===== config.mk =====
export PLATFORM = sky130hd
export DESIGN_NAME = mem_arbiter
export DESIGN_NICKNAME = d
export VERILOG_FILES = /design/src/rtl/mem_arbiter_pkg.sv /design/src/rtl/mem_arbiter.sv
export SDC_FILE = /design/constraint.sdc
export NUM_CORES = 1
export LEC_CHECK = 0
export CAP_MARGIN = 25
export CORE_ASPECT_RATIO = 1.5
export CORE_MARGIN = 5
export CORE_UTILIZATION = 30
export DETAILED_ROUTE_END_ITERATION = 10
export GPL_TIMING_DRIVEN = 0
export MAX_ROUTING_LAYER = met4
export PLACE_DENSITY = 0.59
export SKIP_LAST_GASP = 1
export SYNTH_ARGS = -nofsm -noshare
export SYNTH_HDL_FRONTEND = slang
export SYNTH_SLANG_ARGS = --single-unit
export TNS_END_PERCENT = 50

===== constraint.sdc =====
create_clock -name clock -period 5.5 [get_ports clock]
set_input_delay 1.1 -clock clock [delete_from_list [all_inputs] [get_ports clock]]
set_output_delay 1.1 -clock clock [all_outputs]
set_load 0.05 [all_outputs]

===== src/rtl/mem_arbiter_pkg.sv =====
// Memory-port types (wires) and the arbiter's state and pending-latch types (arbiter_wires).
package wires;

    typedef struct packed {
        logic        mem_valid;
        logic        mem_fence;
        logic        mem_spec;
        logic        mem_instr;
        logic [1:0]  mem_mode;
        logic [31:0] mem_addr;
        logic [31:0] mem_wdata;
        logic [3:0]  mem_wstrb;
    } mem_in_type;

    typedef struct packed {
        logic [31:0] mem_rdata;
        logic        mem_error;
        logic        mem_ready;
    } mem_out_type;

endpackage

package arbiter_wires;

    import wires::*;

    typedef enum logic [1:0] {
        IDLE   = 2'd0,
        BUSY_I = 2'd1,
        BUSY_D = 2'd2
    } arb_state_t;

    typedef struct packed {
        logic        valid;
        logic        spec;
        logic        fence;
        logic        instr;
        logic [1:0]  mode;
        logic [31:0] addr;
        logic [31:0] wdata;
        logic [3:0]  wstrb;
    } pend_t;

    // Shared by both latches; the fetch side forces instr so memory can tell the paths apart.
    function automatic pend_t load_pend(input mem_in_type req, input logic force_instr);
        pend_t p;
        p.valid = req.mem_valid;
        p.spec  = req.mem_spec;
        p.fence = req.mem_fence;
        p.instr = req.mem_instr | force_instr;
        p.mode  = req.mem_mode;
        p.addr  = req.mem_addr;
        p.wdata = req.mem_wdata;
        p.wstrb = req.mem_wstrb;
        return p;
    endfunction

    function automatic mem_in_type issue_req(input pend_t p);
        mem_in_type r;
        r.mem_valid = p.valid;
        r.mem_fence = p.fence;
        r.mem_spec  = p.spec;
        r.mem_instr = p.instr;
        r.mem_mode  = p.mode;
        r.mem_addr  = p.addr;
        r.mem_wdata = p.wdata;
        r.mem_wstrb = p.wstrb;
        return r;
    endfunction

endpackage


===== src/rtl/mem_arbiter.sv =====
// Shares one memory port between fetch and data paths, one transaction outstanding.
// Define ARBITER_FAIRNESS_EN to cap consecutive data grants while a fetch waits.
module mem_arbiter
    import wires::*;
    import arbiter_wires::*;
#(
    parameter int MAX_DATA_BURST = 4
) (
    input  logic        clock,
    input  logic        reset,
    input  mem_in_type  imem_in,
    output mem_out_type imem_out,
    input  mem_in_type  dmem_in,
    output mem_out_type dmem_out,
    output mem_in_type  mem_in,
    input  mem_out_type mem_out
);

    if (MAX_DATA_BURST < 1 || MAX_DATA_BURST > 15) begin : g_bad_burst
        $error("MAX_DATA_BURST must be in 1..15");
    end

    arb_state_t state;
    pend_t      ipend;
    pend_t      dpend;
    pend_t      ipend_next;
    pend_t      dpend_next;
    logic       squash;
    logic       complete;
    logic       redirect;
    logic       can_arb;
    logic       grant_i;
    logic       grant_d;

`ifdef ARBITER_FAIRNESS_EN
    logic [3:0] burst_cnt;
    logic       burst_hit;
`endif

    always_comb begin
        complete   = (state != IDLE) && mem_out.mem_ready;
        redirect   = (state == BUSY_I) && (imem_in.mem_spec || imem_in.mem_fence);
        can_arb    = (state == IDLE) || complete;

        // A redirect may reload the fetch latch even while the old fetch is in flight.
        ipend_next = ipend;
        if (imem_in.mem_valid && ((state != BUSY_I) || redirect))
            ipend_next = load_pend(imem_in, 1'b1);

        dpend_next = dpend;
        if (dmem_in.mem_valid && !dpend.valid && ((state != BUSY_D) || complete))
            dpend_next = load_pend(dmem_in, 1'b0);

`ifdef ARBITER_FAIRNESS_EN
        burst_hit = (burst_cnt == 4'(MAX_DATA_BURST));
        grant_i   = can_arb && ipend_next.valid && (!dpend_next.valid || burst_hit);
`else
        grant_i   = can_arb && ipend_next.valid && !dpend_next.valid;
`endif
        grant_d    = can_arb && dpend_next.valid && !grant_i;
    end

    // Responses are combinational so the owner sees them in the memory's ready cycle.
    always_comb begin
        imem_out = '0;
        dmem_out = '0;
        if (complete && (state == BUSY_D)) begin
            dmem_out.mem_rdata = mem_out.mem_rdata;
            dmem_out.mem_error = mem_out.mem_error;
            dmem_out.mem_ready = 1'b1;
        end
        if (complete && (state == BUSY_I) && !(squash || redirect)) begin
            imem_out.mem_rdata = mem_out.mem_rdata;
            imem_out.mem_error = mem_out.mem_error;
            imem_out.mem_ready = 1'b1;
        end
    end

    always_ff @(posedge clock or negedge reset) begin
        if (!reset) begin
            state  <= IDLE;
            ipend  <= '0;
            dpend  <= '0;
            squash <= 1'b0;
            mem_in <= '0;
`ifdef ARBITER_FAIRNESS_EN
            burst_cnt <= '0;
`endif
        end else begin
            mem_in <= '0;
            ipend  <= ipend_next;
            dpend  <= dpend_next;
            squash <= complete ? 1'b0 : (squash || redirect);

            if (grant_i) begin
                mem_in <= issue_req(ipend_next);
                ipend  <= '0;
                state  <= BUSY_I;
            end else if (grant_d) begin
                mem_in <= issue_req(dpend_next);
                dpend  <= '0;
                state  <= BUSY_D;
            end else if (can_arb) begin
                state  <= IDLE;
            end

`ifdef ARBITER_FAIRNESS_EN
            if (grant_i)
                burst_cnt <= '0;
            else if (grant_d && ipend_next.valid)
                burst_cnt <= burst_cnt + 4'd1;
`endif
        end
    end

endmodule


* Word level (Yosys, flattened, before mapping)
Cells that the tools add are included.
** Word-level totals
- ROM bits :: 0
- Memory bits (writable) :: 0
- Logic and storage cells :: 67
- Memories :: 0
- Input port bits :: 184
- Bits in registers :: 225
- Bits in latches :: 0
** Operators by class
- Bitwise operators :: 0
- Add/subtract/negate cells :: 0
- Shifts and indexed selects :: 0
- Reduce and logical (&&, ||, !) cells :: 24
- Divide/modulo/power cells :: 0
- Mux-type cells :: 13
- Equal/unequal tests :: 4
- $lt $le $gt $ge :: 0
- Multipliers :: 0
** Operator list (number)
- 2-to-1 mux 74 bit :: 7
- 2-to-1 mux 34 bit :: 2
- logical AND 1 bit :: 12
- 2-to-1 mux 2 bit :: 3
- logical OR 1 bit :: 5
- zero test 1 bit :: 4
- nonzero test 3 bit :: 1
- == test 2 x 1 -> 1 bit (second input constant) :: 1
- == test 2 bit (second input constant) :: 1
- zero test 2 bit :: 1
- inequality test 2 x 1 -> 1 bit (second input constant) :: 1
- inequality test 2 bit (second input constant) :: 1
- nonzero test 2 bit :: 1
- 2-to-1 mux 1 bit :: 1

* Depth between registers and ports, before layout
Gate-level depths: netlist of the first run.
- Word-level depth :: 11
- Depth in mapped cells :: 8
- Gate-level depth less buffers :: 4

* Worst setup path before layout of the first run
Ideal clock, no wire load.
- Kind :: input to output
- Start point :: input imem_in[72] (netlist bit)
- End point :: output imem_out[24] (netlist bit)
- Required time :: 4.400 ns
- Arrival time :: 3.151 ns
- Setup slack :: 1.249 ns
- Stages :: 5
- Cell sequence :: or4b_1 > buf_2 > nor3b_2 > clkbuf_1 > and2_1
** RTL lines
- start, declared :: line mem_arbiter.sv:11 : input mem_in_type imem_in,
- end, declared :: line mem_arbiter.sv:12 : output mem_out_type imem_out,

==> results of run 1 <==
==> per-layer routing <==
layer / vias up / track usage (%)
li1: 3868 / -
met1: 3973 / 20.3
met2: 288 / 33.3
met3: 32 / 3.14
met4: 0 / 5.33
met5: - / -
==> cells in the mapped netlist, types with 3 or more instances <==
cell type  number  area, um^2
buf_6           3        33.8
buf_2          18        90.1
a21oi_1        74         370
a22oi_1        72         541
dfrtp_1       225        5630
inv_1           4        15.0
o21ai_0         4        20.0
and2_1         34         213
nor2_1         81         304
and3_1         34         213
o22ai_1        74         463
mux2i_1        73         731
nand2_1       144         541
clkbuf_1       58         218
==> layout make-up <==
type	count	area (um^2)	share of cell area, %
Sequential cell	225	5630	40.3
Multi-Input combinational cell	598	3460	24.8
Timing Repair Buffer	326	3290	23.5
Clock buffer	32	649	4.65
Tap cell	405	507	3.63
Buffer	79	342	2.45
Clock inverter	8	68.8	0.493
Inverter	4	15.0	0.107
Antenna cell	3	7.51	0.0537
==> sequential cells by signal, indices dropped and copies added, names as in the netlist <==
| register | cells |
|---|---|
| dpend | 74 |
| ipend | 74 |
| mem_in | 74 |
| squash | 1 |
| state | 2 |
==> worst max-delay path, stage by stage <==
cell and delay, ns:
clkdlybuf4s50_1 0.46, or4b_1 0.50, buf_2 0.17, nor3b_2 0.40
clkbuf_1 0.37, and2_1 0.22, clkdlybuf4s50_1 0.81
==> worst max path at each step <==
stage                                end  depth (start not counted)        start
CTS                          imem_out[7]                          7  imem_in[72]
global placement    mem_in[28]$_DFF_PN0_                          1        reset
detailed placement           imem_out[7]                          7  imem_in[72]
floorplan                   imem_out[24]                          5  imem_in[72]
finish                       imem_out[7]                          7  imem_in[72]
global route                imem_out[25]                          7  imem_in[72]
==> kinds of logic (layout without fill, tap and decap cells) <==
group / after synthesis / in the layout / share of synthesized area [%]
DFF: 225 / 225 / 59.6
other: 0 / 3 / 0
AOI/OAI and AO/OA: 228 / 228 / 15.1
and+or+nand+nor: 297 / 297 / 13.8
muxes: 73 / 73 / 7.73
buffers and inverters: 83 / 449 / 3.77
==> through the flow <==
stage | area [um^2] | worst slack [ns]
6_report | 14000 | 0.354
5_1_grt | 14000 | 0.211
4_1_cts | 14000 | 0.325
3_5_place_dp | 13200 | 0.333
3_3_place_gp | 13200 | -6.38
2_1_floorplan | 9450 | 1.25
==> power groups by stage <==
stage / Clock (mW) / Sequential (mW) / Combinational [mW]
floorplan: 0 / 2.35 / 0.590
global placement: 0 / 2.04 / 1.52
detailed placement: 0 / 2.04 / 1.53
CTS: 1.56 / 2.02 / 1.53
global route: 1.63 / 2.04 / 1.62
finish: 1.52 / 2.01 / 1.51
==> placed cells by master (no fill, tap or decap), drive strengths merged, types with 3 or more instances in the layout <==
cell | netlist | routed
inv | 4 | 5
clkdlybuf4s50 | 0 | 323
buf | 21 | 24
clkinv | 0 | 6
mux2i | 73 | 73
nand2 | 144 | 144
and2 | 34 | 34
o22ai | 74 | 74
diode | 0 | 3
dfrtp | 225 | 225
and3 | 34 | 34
a22oi | 72 | 72
a21oi | 74 | 74
o21ai | 4 | 4
clkbuf | 58 | 90
nor2 | 81 | 81
==> flow_metrics.py, run 1 <==
metrics = {
    "setup_path": {
        "path_max_fanout": 10,
        "rrSetupSlack_ns": 2.85,
        "r2r_end": "mem_in[28]$_DFF_PN0_",
        "cp_data_required_time_ns": 4.40,
        "worstSetupStartpointType": "input pin",
        "path_class": "in -> out",
        "reg2regPathDepth": 4,
        "end_kind": "primary output",
        "r2r_start": "dpend[73]$_DFF_PN0_",
        "worst_ep_arrival_time_ns": 4.05,
    },
    "yosys": {
        "postSynth.asyncResetShare_pct": 100,
        "yosys.cell_types.count": 22,
        "seq_area_frac_synth_pct": 59.6,
        "synth_fp_nets": 1090,
        "syn_area_mm2": 0.00945,
        "ys_ff_latch": 225,
        "synth_area_per_cell_um2": 10.4,
        "synth_edf_count": 0,
        "ys.flop_type": "dfrtp_1",
        "synth.yosys.warnings": 0,
        "syn-instance-count": 906,
    },
    "place": {
        "globalplace.congestion": 0.801,
        "dp_hpwl_um": 23900,
        "port_buffers": 324,
        "place_inst": 1637,
    },
    "pwr": {
        "finalPower_mw": 5.04,
        "swShare_pct": 33.9,
        "p_per_area_mw_per_mm2": 361,
        "leakage_nw": 6.29,
        "switching_power_mw": 1.71,
        "power.internal_mw": 3.33,
        "ir_drop_uv": 145,
        "pwr-share-clk_pct": 30.1,
        "power_frac_comb_pct": 30.0,
        "seqPwrFrac_pct": 39.9,
    },
    "detailed_routing": {
        "vias": 8161,
        "drt_wl_total_um": 32100,
        "wl_per_cell_um": 19.1,
        "vias_per_cell": 4.86,
        "drt_iter0_markers": 373,
        "dr_wl_met2_um": 17400,
        "drc": 0,
        "wl_met3_um": 1850,
        "highest_layer": "met4",
        "ant_nets": 0,
        "drt-met1-wl_um": 12200,
        "drt_first_pass_iters": 5,
    },
    "die": {
        "dieWidth_um": 155,
        "start_util_pct": 30.4,
        "coreArea_mm2": 0.0310,
        "rows": 79,
        "dieArea_mm2": 0.0352,
        "die_h_um": 227,
        "num_io_pins": 326,
    },
    "cells_and_area": {
        "final_cells": 1680,
        "area_delta_synth_final_pct": 47.8,
        "finish.utilization_pct": 45.0,
        "drive_gt1_share_pct": 4.87,
        "layout.nets": 1441,
        "n_fill_cell": 3020,
    },
    "sta": {
        "min_period_ns": 5.15,
        "final-max-slew-violation-count": 0,
        "fin_skew_ns": 0.00669,
        "tightest_slew_ns": 0.910,
        "finalHoldWorstSlack_ns": 0.494,
        "post-route-period-util_pct": 93.6,
        "hold_viol": 0,
        "rsz0062_at_grt": "no",
        "slew-limit-headroom_pct": 39.3,
        "setup_viol": 0,
        "fmax_ghz": 0.194,
        "setup_tns_ns": 0,
    },
    "worst_hold_path": {
        "min_from": "ipend[70]$_DFF_PN0_",
        "worstHoldPathType": "reg -> reg",
        "holdPathEnd": "ipend[70]$_DFF_PN0_",
        "min_path_cells": 2,
    },
    "cts": {
        "cts_setup_buffers": 0,
        "htree_levels": 1,
        "cts-resized-gates": 0,
        "root_buffer": "clkbuf_16",
        "numClockSinks": 225,
        "ctsLongestPathBuffers": 3,
        "cts_tree": "built",
        "clk_latency_ns": 0.52,
        "clkTransAtPathRegs_ns": 0.06,
        "cts_made_buffers": 23,
        "cts_hold_buf": 0,
    },
    "global_route": {
        "grt_pass1_wl_um": 48800,
        "grt_start_max_net_pins": 121,
        "grt_usage_pct": 18.2,
        "grt_pass1_vias": 8746,
        "grt.overflow.total": 0,
        "antenna_found_initial": 2,
    },
    "status": {
        "outcome": "completed",
    },
    "job": {
        "maxCapViolations": 0,
    },
}
Power figures use the tool's default switching activity.
==> run 2, diff against run 1 <==
--- a/config.mk
+++ b/config.mk
@@ -11,6 +11,7 @@
 export CORE_UTILIZATION = 30
 export DETAILED_ROUTE_END_ITERATION = 10
 export GPL_TIMING_DRIVEN = 0
+export HOLD_SLACK_MARGIN = 0.06
 export MAX_ROUTING_LAYER = met4
 export PLACE_DENSITY = 0.59
 export SKIP_LAST_GASP = 1
==> results of run 2 <==
The final DEF is identical to that of run 1; final timing and power are the same.
==> run 3, diff against run 2 <==
==> constraint.sdc (replaced) <==
create_clock -name clock -period 5.2 [get_ports clock]
set_input_delay 1.04 -clock clock [delete_from_list [all_inputs] [get_ports clock]]
set_output_delay 1.04 -clock clock [all_outputs]
set_load 0.05 [all_outputs]
==> results of run 3 <==
Same layout as run 1 (identical final DEF). Status: completed.
Among the figures that moved: setup slack after placement 0.333 ns -> 0.153 ns; setup slack after layout 0.354 ns -> 0.174 ns; register-to-register setup slack 2.85 ns -> 2.55 ns; total power 5.04 mW -> 5.33 mW; worst IR drop on VDD 145 uV -> 153 uV
